[src/rtl/l1_refill_pkg.sv]
// Shared types for the L1 refill arbiter: FSM states, transaction owner and
// the holding-register payload layout.
package l1_refill_pkg;

  localparam int TXN_ADDR_W = 32;
  localparam int TXN_DATA_W = 32;
  localparam logic [31:0] WATCHDOG_DATA = 32'hDEAD_BEEF;

  typedef enum logic [1:0] {
    IDLE,
    ISSUE,
    RESP
  } arb_state_e;

  typedef enum logic {
    OWN_I,
    OWN_D
  } owner_e;

  typedef struct packed {
    logic                    wr;
    logic [TXN_ADDR_W-1:0]   addr;
    logic [TXN_DATA_W-1:0]   wr_data;
    logic [TXN_DATA_W/8-1:0] wr_mask;
  } mem_txn_t;

endpackage

[src/rtl/rr_arbiter2.sv]
// Two-way round-robin arbiter: combinational grant, last-grant register
// advanced only when the caller accepts the grant.
module rr_arbiter2
  import l1_refill_pkg::*;
(
  input  logic       clk_i,
  input  logic       rst_i,
  input  logic [1:0] req_i,
  input  logic       upd_i,
  output logic       gnt_vld_o,
  output owner_e     gnt_o
);

  owner_e last_q;

  // req_i[0] is the instruction side, req_i[1] the data side
  always_comb begin
    gnt_o = OWN_I;
    if (req_i == 2'b11) begin
      gnt_o = (last_q == OWN_D) ? OWN_I : OWN_D;
    end else if (req_i == 2'b10) begin
      gnt_o = OWN_D;
    end
  end

  assign gnt_vld_o = |req_i;

  always_ff @(posedge clk_i) begin
    if (rst_i) begin
      last_q <= OWN_D;
    end else if (upd_i && gnt_vld_o) begin
      last_q <= gnt_o;
    end
  end

endmodule

[src/rtl/l1_refill_arbiter.sv]
// Merges instruction and data L1 refill requests onto one main-memory port,
// one transaction at a time. Optional watchdog: define ARB_WATCHDOG_EN.
module l1_refill_arbiter
  import l1_refill_pkg::*;
#(
  parameter int ADDR_W   = 32,
  parameter int DATA_W   = 32,
  parameter int MAX_WAIT = 255
) (
  input  logic                clk,
  input  logic                reset,
  input  logic                i_req,
  input  logic [ADDR_W-1:0]   i_addr,
  output logic                i_ack,
  output logic [DATA_W-1:0]   i_rd_data,
  input  logic                d_req,
  input  logic                d_wr,
  input  logic [ADDR_W-1:0]   d_addr,
  input  logic [DATA_W-1:0]   d_wr_data,
  input  logic [DATA_W/8-1:0] d_wr_mask,
  output logic                d_ack,
  output logic [DATA_W-1:0]   d_rd_data,
  output logic                mem_req,
  output logic                mem_wr,
  output logic [ADDR_W-1:0]   mem_addr,
  output logic [DATA_W-1:0]   mem_wr_data,
  output logic [DATA_W/8-1:0] mem_wr_mask,
  input  logic                mem_ack,
  input  logic [DATA_W-1:0]   mem_rd_data,
  output logic                err
);

  // The holding-register struct fixes the payload widths
  if (MAX_WAIT < 1 || ADDR_W != TXN_ADDR_W || DATA_W != TXN_DATA_W) begin : g_bad_cfg
    $error("l1_refill_arbiter: unsupported parameter combination");
  end

  arb_state_e        state_q;
  owner_e            owner_q;
  owner_e            gnt;
  logic              gnt_vld;
  mem_txn_t          txn_q;
  mem_txn_t          txn_d;
  logic              mem_req_q;
  logic              i_ack_q;
  logic              d_ack_q;
  logic              wd_fire;
  logic [DATA_W-1:0] i_rd_q;
  logic [DATA_W-1:0] d_rd_q;
  logic [DATA_W-1:0] rsp_data;

  rr_arbiter2 u_rr (
    .clk_i     (clk),
    .rst_i     (reset),
    .req_i     ({d_req, i_req}),
    .upd_i     (state_q == IDLE),
    .gnt_vld_o (gnt_vld),
    .gnt_o     (gnt)
  );

  // Instruction fetches are always plain reads
  always_comb begin
    txn_d = '0;
    if (gnt == OWN_D) begin
      txn_d.wr      = d_wr;
      txn_d.addr    = d_addr;
      txn_d.wr_data = d_wr_data;
      txn_d.wr_mask = d_wr_mask;
    end else begin
      txn_d.addr = i_addr;
    end
  end

  assign rsp_data = wd_fire ? DATA_W'(WATCHDOG_DATA) : mem_rd_data;

  always_ff @(posedge clk) begin
    if (reset) begin
      state_q   <= IDLE;
      owner_q   <= OWN_I;
      txn_q     <= '0;
      mem_req_q <= 1'b0;
      i_ack_q   <= 1'b0;
      d_ack_q   <= 1'b0;
      i_rd_q    <= '0;
      d_rd_q    <= '0;
    end else begin
      i_ack_q <= 1'b0;
      d_ack_q <= 1'b0;
      unique case (state_q)
        IDLE: begin
          if (gnt_vld) begin
            owner_q   <= gnt;
            txn_q     <= txn_d;
            mem_req_q <= 1'b1;
            state_q   <= ISSUE;
          end
        end
        ISSUE: begin
          if (mem_ack || wd_fire) begin
            mem_req_q <= 1'b0;
            state_q   <= RESP;
            if (owner_q == OWN_I) begin
              i_ack_q <= 1'b1;
              i_rd_q  <= rsp_data;
            end else begin
              d_ack_q <= 1'b1;
              // a completed write leaves the data-side read register alone
              if (!txn_q.wr || wd_fire) d_rd_q <= rsp_data;
            end
          end
        end
        RESP: state_q <= IDLE;
        default: state_q <= IDLE;
      endcase
    end
  end

`ifdef ARB_WATCHDOG_EN
  localparam int WD_W = $clog2(MAX_WAIT + 1);

  logic [WD_W-1:0] wd_cnt_q;
  logic            err_q;

  assign wd_fire = (state_q == ISSUE) && !mem_ack && (wd_cnt_q == WD_W'(MAX_WAIT - 1));

  always_ff @(posedge clk) begin
    if (reset) begin
      wd_cnt_q <= '0;
      err_q    <= 1'b0;
    end else begin
      if (state_q == ISSUE && !mem_ack && !wd_fire) wd_cnt_q <= wd_cnt_q + 1'b1;
      else wd_cnt_q <= '0;
      if (wd_fire) err_q <= 1'b1;
    end
  end

  assign err = err_q;
`else
  assign wd_fire = 1'b0;
  assign err     = 1'b0;
`endif

  assign mem_req     = mem_req_q;
  assign mem_wr      = txn_q.wr;
  assign mem_addr    = txn_q.addr;
  assign mem_wr_data = txn_q.wr_data;
  assign mem_wr_mask = txn_q.wr_mask;
  assign i_ack       = i_ack_q;
  assign i_rd_data   = i_rd_q;
  assign d_ack       = d_ack_q;
  assign d_rd_data   = d_rd_q;

endmodule

[config.mk]
export PLATFORM = sky130hd
export DESIGN_NAME = l1_refill_arbiter
export DESIGN_NICKNAME = d
export VERILOG_FILES = /design/src/rtl/l1_refill_pkg.sv /design/src/rtl/rr_arbiter2.sv /design/src/rtl/l1_refill_arbiter.sv
export SDC_FILE = /design/constraint.sdc
export NUM_CORES = 1
export LEC_CHECK = 0
export ABC_AREA = 1
export BUFFER_PORTS_ARGS = -buffer_cell sky130_fd_sc_hd__buf_2
export CAP_MARGIN = 10
export CORE_MARGIN = 5
export CORE_UTILIZATION = 40
export DETAILED_ROUTE_END_ITERATION = 10
export PLACE_DENSITY = 0.76
export SLEW_MARGIN = 20
export SYNTH_ARGS = -nofsm -noshare
export SYNTH_HDL_FRONTEND = slang
export SYNTH_SLANG_ARGS = --single-unit
[constraint.sdc]
create_clock -name clk -period 3.3 [get_ports clk]
set_input_delay 0.66 -clock clk [delete_from_list [all_inputs] [get_ports clk]]
set_output_delay 0.66 -clock clk [all_outputs]
set_load 0.01 [all_outputs]
==> results.yml, run 1 <==
run_status:
  status: "finished, final reports clean"
final_layout:
  nets: 1267
  seq_area_um2: 2800
  num-fill-cells: 1480
  final_layout_size_suffix_gt1_share_pct: 28.5
  diodes: 0
  multiInputGateArea_um2: 2450
  area_delta_synth_final_pct: 31.1
clocking:
  ctsResizeCount: 0
  clockRootBuffer: "clkbuf_16"
  postCtsHoldBufs: 0
  postCtsSetupBuffers: 0
  h-tree-depth: 4
  cts_buffer_depth: 2
  clock_latency_ns: 0.41
  cts_tree: "done"
  cts_sinks: 140
  cts.clk_slew.worst_paths_ns: 0.06
  cts_buffers: 17
power:
  p_leak_nw: 4.29
  finalPower_mw: 4.44
  vdd_ir_drop_max_mv: 0.323
  power_density_nw_per_um2: 560
detailed_routing:
  viasPerCell: 4.48
  routedWlPerCell_um: 12.0
  vias: 5958
  drt-total-wl_um: 16000
  ant_nets: 0
  drtPass1Iterations: 4
  drc: 0
  drtIter0Drc: 294
logic_synthesis:
  yosysTopAreaCellShare_pct: 46.3
  yosysSeqAreaShare_pct: 46.3
  ys_types: 26
  synth_common_cells: "nand2_1 (236), nor2_1 (228), dfxtp_1 (140)"
  ys_ff_latch: 140
  syn_inst: 884
  synthXorXnorAreaFrac_pct: 0
  ys_top_cells_by_area: "dfxtp_1 (46%), nand2_1 (15%), nor2_1 (14%)"
  yosys.area.top_type: "dfxtp_1"
  synth_compound_area_share_pct: 6.22
  yosysWarnings: 0
  postSynth.asyncResetShare_pct: 0
  synth_fp_nets: 1022
  synthAdderAreaFrac_pct: 0
  syn_area_um2: 6060
  yosys.cell_count.top_type: "nand2_1"
  synth-main-ff-cell: "dfxtp_1"
  synth_top_family_by_area: "simple AND/OR/NAND/NOR gates"
  synth_mux_area_share_pct: 0
  syn_avg_cell_area_um2: 6.85
  synthSimpleGateAreaFrac_pct: 34.3
  synth_edf_count: 0
hold_path:
  min_path_type: "flop to flop"
floorplan:
  die_h_um: 133
  fp.dieW_um: 133
  std_cell_rows: 45
  core-area_um2: 15000
  io_pins: 275
  die_area_um2: 17700
  initial_core_util_pct: 40.3
grt:
  overflow: 0
  grt_max_degree: 98
  antenna_found_initial: 1
  grt_pass1_vias: 5303
  grt_use_total_pct: 17.3
  grt_pass1_wl_um: 25400
setup_path:
  crit_slowest_cell: "dfxtp_1"
  max_stage_delay_ns: 0.37
  crit_fanout: 57
  critPathMostFrequentCell: "nand2_1"
  startpoint_type: "flop"
  required_ns: 3.64
  cp.arrival_ns: 2.04
  worstPathCellList: "nor2_4 -> buf_4 -> o21ai_4 -> buf_12 -> nand2_1 -> nand2_1 -> nor2_1"
  path_buf_inv: 2
  cpLargestDelayFamily: "buffers and inverters"
  critPathKind: "flop to flop"
  worst_setup_path_end_kind: "flop"
timing:
  timing.final.crit_period_ns: 1.71
  relSlewSlack_pct: 61.2
  tightest_slew_ns: 0.582
  finalSetupTns_ns: 0
  finalCritPeriodShare_pct: 51.7
  slew_violations: 0
  max_freq_ghz: 0.586
  rsz0062_at_grt: "false"
  final-hold-violation-count: 0
  fin_skew_ns: 0.00839
  setup_violations: 0
  setup_ws_ns: 1.59
placement:
  pre_cts_slack_ns: 1.36
  placement.io_buffers: 273
  dp_hpwl_um: 11400
  gp_congestion: 0.795
flow_run:
  maxCapViolCount: 0
## cell families after synthesis
| logic type | after synthesis |
|---|---|
| AND/OR/NAND/NOR | 511 |
| buffers and inverters | 159 |
| flip-flops | 140 |
| AO/OA/AOI/OAI | 73 |
| other | 1 |
## where the power goes
| part | switching, mW | total, mW | internal (mW) |
|---|---|---|---|
| Combinational | 0.428 | 0.703 | 0.275 |
| Clock | 0.690 | 1.88 | 1.19 |
| Sequential | 0.0563 | 1.86 | 1.80 |
| Total | 1.17 | 4.44 | 3.27 |
## worst paths after layout
path	to	cells after the start	startpoint	slack, ns
setup / recovery	mem_addr[0]$_SDFFE_PP0P_	7	state_q[1]$_SDFFE_PP0P_	1.59
hold / removal	mem_wr_data[31]$_SDFFE_PP0P_	2	mem_wr_data[31]$_SDFFE_PP0P_	0.46
setup reg to reg	mem_addr[0]$_SDFFE_PP0P_	7	state_q[1]$_SDFFE_PP0P_	1.59
hold reg to reg	mem_wr_data[31]$_SDFFE_PP0P_	2	mem_wr_data[31]$_SDFFE_PP0P_	0.46
## placed cells by master (no fill, tap or decap), types with 12 or more instances in the layout
cell type  synthesis  final
o21ai_0           20     20
inv_1             98     98
nand2_1          236    236
o21ai_1           12     12
buf_2             16    273
dfxtp_1          140    140
clkbuf_16          0     17
a21oi_1           40     40
nand4_1           37     37
nor2_1           228    228
## registers in the layout (all words and copies together), names as in the netlist
signal       cells
u_rr.last_q      1
mem_addr        32
mem_wr_data     32
d_rd_data       32
mem_wr           1
mem_req          1
d_ack            1
i_ack            1
state_q          2
mem_wr_mask      4
i_rd_data       32
owner_q          1
## worst register-to-register path, stage by stage, from the launching register on
cell and delay, ns:
dfxtp_1 0.37, nor2_4 0.11, buf_4 0.36, o21ai_4 0.25, buf_12 0.24, nand2_1 0.14
nand2_1 0.05, nor2_1 0.11
## metal layers
layer | share of wire [%] | track usage, %
met1 | 44 | 22.4
met2 | 46 | 27.5
met3 | 8.0 | 6.16
met4 | 1.3 | 4.62
met5 | 0.069 | 0
## final cells by class
type                    count  share of cell area, %
clock buffers              22                   6.10
clock inverters             9                   1.39
inverters                 102                   4.88
multi-input cells         585                   30.9
flip-flops and latches    140                   35.3
well taps                 188                   2.96
repair buffers            283                   18.5
## through the flow
step	area [um^2]	hold slack, ns	util (%)	cells
after global placement	7350	0.446	48.9	1298
after floorplan	6060	0.429	-	884
after detailed placement	7350	0.449	48.9	1298
final	7940	0.459	52.8	1329
after global routing	7940	0.479	52.8	1329
after CTS	7940	0.458	52.8	1329
No activity file was read; power rests on OpenSTA's default activity.
==> run 2, diff against run 1 <==
--- a/config.mk
+++ b/config.mk
@@ -5,13 +5,13 @@
 export SDC_FILE = /design/constraint.sdc
 export NUM_CORES = 1
 export LEC_CHECK = 0
-export ABC_AREA = 1
+export ABC_AREA = 0
 export BUFFER_PORTS_ARGS = -buffer_cell sky130_fd_sc_hd__buf_2
 export CAP_MARGIN = 10
 export CORE_MARGIN = 5
 export CORE_UTILIZATION = 40
 export DETAILED_ROUTE_END_ITERATION = 10
-export PLACE_DENSITY = 0.76
+export PLACE_DENSITY = 0.8
 export SLEW_MARGIN = 20
 export SYNTH_ARGS = -nofsm -noshare
 export SYNTH_HDL_FRONTEND = slang
==> constraint.sdc (replaced) <==
create_clock -name clk -period 1.5 [get_ports clk]
set_input_delay 0.3 -clock clk [delete_from_list [all_inputs] [get_ports clk]]
set_output_delay 0.3 -clock clk [all_outputs]
set_load 0.01 [all_outputs]
==> run 2 against run 1 <==
Die area decreased by 8.8%. Critical path depth decreased by 1. Sequential share of layout area increased by 0.84 points. Sequential power increased by 120%. Clock skew decreased by 0.00050 ns. Sequential cell count unchanged. Area after synthesis decreased by 9.5%. Cell count decreased by 22%. Critical endpoint is now mem_wr_data[27]$_SDFFE_PP0P_.
==> results.yml, run 2 <==
run_status:
  status: "finished, final reports clean"
clocking:
  cts_tree: "done"
  clock_latency_ns: 0.41
  cts_sinks: 140
  cts_buffer_depth: 2
  cts.clk_slew.worst_paths_ns: 0.06
  cts_buffers: 17
  clockRootBuffer: "clkbuf_16"
  h-tree-depth: 4
  postCtsSetupBuffers: 0
timing:
  timing.final.crit_period_ns: 1.42
  final-hold-violation-count: 0
  max_freq_ghz: 0.703
  slew_violations: 0
  finalSetupTns_ns: 0
  finalCritPeriodShare_pct: 94.8
  rsz0062_at_grt: "false"
  setup_violations: 0
  fin_skew_ns: 0.00789
logic_synthesis:
  syn_avg_cell_area_um2: 9.50
  yosysSeqAreaShare_pct: 51.1
  ys_ff_latch: 140
  synth_common_cells: "dfxtp_1 (140), nand2_1 (131), a21oi_1 (69)"
  yosys.area.top_type: "dfxtp_1"
  syn_area_um2: 5480
  postSynth.asyncResetShare_pct: 0
  synth_fp_nets: 715
  yosysTopAreaCellShare_pct: 51.1
  ys_top_cells_by_area: "dfxtp_1 (51%), nand2_1 (9.0%), nand2b_1 (7.3%)"
  ys_types: 28
  syn_inst: 577
  yosys.cell_count.top_type: "dfxtp_1"
  yosysWarnings: 0
  synth_edf_count: 0
  synth-main-ff-cell: "dfxtp_1"
setup_path:
  critPathKind: "flop to flop"
  required_ns: 1.85
  startpoint_type: "flop"
  ff2ff_setup_slack_ns: 0.08
  cp.arrival_ns: 1.77
  crit_fanout: 24
  ff2ff_path_depth: 6
  r2r-start: "state_q[1]$_SDFFE_PP0P_"
  r2r-end: "mem_wr_data[27]$_SDFFE_PP0P_"
  worst_setup_path_end_kind: "flop"
placement:
  placement.io_buffers: 273
  dp_hpwl_um: 11200
  place_inst: 999
  gp_congestion: 0.849
final_layout:
  diodes: 0
  final_layout_size_suffix_gt1_share_pct: 41.1
  nets: 983
  layout_common_cells: "buf_2 (272), dfxtp_1 (139), nand2_1 (131), a21oi_1 (69), nand2b_1 (64)"
  fin_cells: 1034
  area_delta_synth_final_pct: 41.6
  final_common_cell: "buf_2"
floorplan:
  io_pins: 275
  core-area_um2: 13300
  std_cell_rows: 42
  die_area_um2: 16100
  initial_core_util_pct: 41.1
  fp.dieW_um: 127
  die_h_um: 127
detailed_routing:
  drt-total-wl_um: 16000
  drtIter0Drc: 277
  ant_nets: 0
  routedWlPerCell_um: 15.5
  drtPass1Iterations: 4
  drc: 0
  vias: 5093
  viasPerCell: 4.93
grt:
  overflow: 0
  grt_pass1_vias: 4886
  grt_max_degree: 48
  grt_use_total_pct: 18.5
  antenna_found_initial: 0
  grt_pass1_wl_um: 24200
power:
  p_leak_nw: 3.83
  power_density_nw_per_um2: 1200
  vdd_ir_drop_max_mv: 0.684
flow_run:
  maxCapViolCount: 0
hold_path:
  holdPathEnd: "mem_wr_data[23]$_SDFFE_PP0P_"
  min_path_type: "input pin to flop"
  min_path_cells: 2
  worstHoldStart: "d_wr_data[23]"
==> run 2: changes by cell type after synthesis, moves of 20 or more <==
cell      previous run  this run
nor2_1             228         3
nand2_1            236       131
inv_1               98         0
nand2b_1             0        64
a22o_1               0        37
nand4_1             37         0
mux2i_1              0        32
a21oi_1             40        69
a311oi_1             0        24
o21ai_0             20         0
==> run 2: layer usage <==
metal / vias up / wire length (um) / global-route usage, %
met1: 2341 / 6480 / 22.1
met3: 28 / 1320 / 6.80
li1: 2533 / - / -
met4: 0 / 382 / 7.51
met2: 191 / 7820 / 30.3
met5: - / 0 / 0
==> run 2: power by group <==
group          internal (mW)  total (mW)  leakage (nW)  switching (mW)
clock network           2.41        3.94         0.276            1.53
registers               3.94        4.04          1.14           0.109
logic                  0.648        1.37          2.41           0.720
total                   6.99        9.35          3.83            2.36
==> run 2: worst max path at each step <==
stage                                 start                            to  slack [ns]  cells after the start
floorplan           state_q[1]$_SDFFE_PP0P_    d_rd_data[10]$_SDFFE_PP0P_        0.12                      5
detailed placement                  mem_ack    d_rd_data[18]$_SDFFE_PP0P_       0.004                      5
finish              state_q[1]$_SDFFE_PP0P_  mem_wr_data[27]$_SDFFE_PP0P_        0.08                      6
CTS                 state_q[1]$_SDFFE_PP0P_  mem_wr_data[11]$_SDFFE_PP0P_        0.01                      6
global route        state_q[1]$_SDFFE_PP0P_  mem_wr_data[30]$_SDFFE_PP0P_       0.003                      6
global placement                    mem_ack     d_rd_data[4]$_SDFFE_PP0P_        0.02                      5
==> run 2: logic make-up after synthesis <==
kind of cell,count (synthesis),share of synthesized area (%)
AOI/OAI and AO/OA,143,19.2
buffers and inverters,53,5.75
DFF,140,51.1
muxes,32,5.84
other,1,0.0684
and+or+nand+nor,208,17.9
==> run 2: area by class of cell <==
cell class              count  area, um^2
well taps                 176         220
flip-flops and latches    140        2800
fillers                  1189        5590
multi-input cells         384        2380
clock inverters            10        91.3
repair buffers            302        1790
clock buffers              22         474
==> run 2: critical path, stage by stage, from the launching register on <==
cell       delay [ns]
dfxtp_1          0.30
buf_4            0.14
nor2_2           0.15
buf_12           0.18
and3_4           0.25
clkbuf_16        0.19
a22o_1           0.15
==> run 2: through the flow <==
step	power, mW	instance area [um^2]	utilization [%]	setup slack, ns	hold WS, ns
4_1_cts	9.41	7670	57.4	0.0103	0.0847
2_1_floorplan	4.84	5480	-	0.124	0.433
6_report	9.35	7760	58.1	0.0784	0.108
3_3_place_gp	5.43	7100	53.2	0.0195	0.439
3_5_place_dp	5.45	7100	53.2	0.00367	0.444
5_1_grt	9.76	7760	58.1	0.00269	0.0859
==> run 2: what timing repair did <==
item	in CTS	in global routing
hold buffers	0	0
setup endpoints to repair	0	82
gates resized for setup	0	7
==> run 3, diff against run 2 <==
--- a/config.mk
+++ b/config.mk
@@ -10,6 +10,7 @@
 export CAP_MARGIN = 10
 export CORE_MARGIN = 5
 export CORE_UTILIZATION = 40
+export CTS_BUF_LIST = sky130_fd_sc_hd__clkbuf_16
 export DETAILED_ROUTE_END_ITERATION = 10
 export PLACE_DENSITY = 0.8
 export SLEW_MARGIN = 20
==> run 3 against run 2 <==
Power down 1.9%. Hold slack better by 0.0011 ns. Count of clock-buffer cells in the layout down 5. Sequential share of layout area is 0.14 points higher. Sequential power hardly changed. Design area shrank 0.39%. Wire length down 0.31%. Clock power shrank 5%. First-iteration DRC count fell by 5.1%. Clock skew decreased by 0.00070 ns. Die area did not move. Critical endpoint unchanged. Non-clock buffer count stayed put.
==> results.yml, run 3 (synthesis gave the netlist of run 2 again) <==
grt:
  grt_pass1_vias: 4883
  grt_max_degree: 48
  overflow: 0
  grt_use_met2_pct: 30.2
  use_met1_pct: 22.1
  grt_most_used_layer: "met2"
  grt_use_total_pct: 18.5
  grt_pass1_wl_um: 24200
  antenna_found_initial: 0
  global_route.usage.met3_pct: 6.76
floorplan:
  die_area_um2: 16100
  die_h_um: 127
  fp.dieW_um: 127
  std_cell_rows: 42
  io_pins: 275
  core-area_um2: 13300
  initial_core_util_pct: 41.1
setup_path:
  worstPathCellList: "buf_4 -> nor2_2 -> buf_12 -> and3_4 -> clkbuf_16 -> a22o_1"
  cpLargestDelayFamily: "buffers and inverters"
  startpoint_type: "flop"
  crit_fanout: 24
  r2r-end: "mem_wr_data[27]$_SDFFE_PP0P_"
  cp.arrival_ns: 1.77
  critPathKind: "flop to flop"
  ff2ff_setup_slack_ns: 0.08
  path_buf_inv: 3
  r2r-start: "state_q[1]$_SDFFE_PP0P_"
  worst_setup_path_end_kind: "flop"
  crit_slowest_cell: "dfxtp_1"
  ff2ff_path_depth: 6
  max_stage_delay_ns: 0.30
  required_ns: 1.85
power:
  p_leak_nw: 3.82
  clockPowerShare_pct: 41.0
  finalPower_mw: 9.17
  p_switching_mw: 2.35
  sw_frac_of_total_pct: 25.6
  seqPwrFrac_pct: 44.1
  cell_internal_pwr_mw: 6.82
  combPwrFrac_pct: 14.9
  vdd_ir_drop_max_mv: 0.651
  power_density_nw_per_um2: 1190
detailed_routing:
  drtIter0Drc: 263
  drt-total-wl_um: 16000
  viasPerCell: 4.93
  drc: 0
  routedWlPerCell_um: 15.4
  drtPass1Iterations: 4
  vias: 5102
  ant_nets: 0
placement:
  dpl_cell_area_um2: 7100
  dp_hpwl_um: 11200
  pre_cts_slack_ns: 0.00367
  placement.io_buffers: 273
  gp_congestion: 0.849
timing:
  setup_violations: 0
  setup_ws_ns: 0.0837
  max_freq_ghz: 0.706
  finalSetupTns_ns: 0
  final-hold-violation-count: 0
  fin_skew_ns: 0.00720
  finalCritPeriodShare_pct: 94.4
  timing.final.crit_period_ns: 1.42
  rsz0062_at_grt: "false"
  fin_hold_ws_ns: 0.109
  slew_violations: 0
final_layout:
  num-fill-cells: 1196
  fin_area_um2: 7730
  diodes: 0
  final_layout_size_suffix_gt1_share_pct: 40.8
  final_common_cell: "buf_2"
  layout_common_cells: "buf_2 (272), dfxtp_1 (139), nand2_1 (131), a21oi_1 (69), nand2b_1 (64)"
  nets: 983
  area_delta_synth_final_pct: 41.1
run_status:
  status: "finished, final reports clean"
clocking:
  cts.clk_slew.worst_paths_ns: 0.06
  postCtsHoldBufs: 0
  cts_buffer_depth: 2
  cts_sinks: 140
  h-tree-depth: 4
  clock_latency_ns: 0.41
  cts_tree: "done"
  clockRootBuffer: "clkbuf_16"
  cts_buffers: 17
hold_path:
  holdPathEnd: "mem_wr_data[23]$_SDFFE_PP0P_"
  min_path_type: "input pin to flop"
  min_path_cells: 2
  worstHoldStart: "d_wr_data[23]"
flow_run:
  maxCapViolCount: 0
[run 3: worst max-delay path by stage]
stage | from | end | slack, ns | cells past startpoint
floorplan | state_q[1]$_SDFFE_PP0P_ | d_rd_data[10]$_SDFFE_PP0P_ | 0.12 | 5
global placement | mem_ack | d_rd_data[4]$_SDFFE_PP0P_ | 0.02 | 5
detailed placement | mem_ack | d_rd_data[18]$_SDFFE_PP0P_ | 0.004 | 5
CTS | state_q[1]$_SDFFE_PP0P_ | mem_wr_data[11]$_SDFFE_PP0P_ | 0.01 | 6
global route | state_q[1]$_SDFFE_PP0P_ | mem_wr_data[30]$_SDFFE_PP0P_ | 0.003 | 6
finish | state_q[1]$_SDFFE_PP0P_ | mem_wr_data[27]$_SDFFE_PP0P_ | 0.08 | 6
[run 3: power groups by stage]
stage / sequential, mW / combinational (mW) / clock, mW
after global routing: 4.07 / 1.50 / 4.02
after global placement: 4.12 / 1.31 / 0
after CTS: 4.04 / 1.34 / 3.85
after detailed placement: 4.12 / 1.33 / 0
after floorplan: 4.21 / 0.629 / 0
final: 4.04 / 1.37 / 3.76
[run 3: area by class of cell]
class / count / area, um^2 / area share, %
tap: 176 / 220 / 2.85
clock inverter: 15 / 110 / 1.42
timing repair buffer: 302 / 1790 / 23.1
multi-input combinational: 384 / 2380 / 30.8
clock buffer: 17 / 425 / 5.50
sequential: 140 / 2800 / 36.3
[run 3: timing repair]
action / in CTS / in global routing
setup buffers: 0 / 0
gates resized for setup: 0 / 7
hold endpoints to repair: 0 / 0
setup endpoints to repair: 0 / 83
[run 3: routing by layer]
layer,up-vias,wire length [um],share of wire [%]
met2,204,7720,48
met4,0,391,2.5
met3,30,1370,8.6
li1,2532,-,-
met1,2336,6480,41
met5,-,0,0
[run 3: worst register-to-register path: cells and delay by family (launching register included)]
| kind | cells | cell delay [ns] |
|---|---|---|
| AO/OA/AOI/OAI | 1 | 0.15 |
| buffers and inverters | 3 | 0.51 |
| flip-flops | 1 | 0.30 |
| AND/OR/NAND/NOR | 2 | 0.40 |
[run 3: per-stage QoR]
step | instances | util (%)
after global routing | 1034 | 57.9
after detailed placement | 999 | 53.2
after floorplan | 577 | -
final | 1034 | 57.9
after CTS | 1031 | 57.2
after global placement | 999 | 53.2
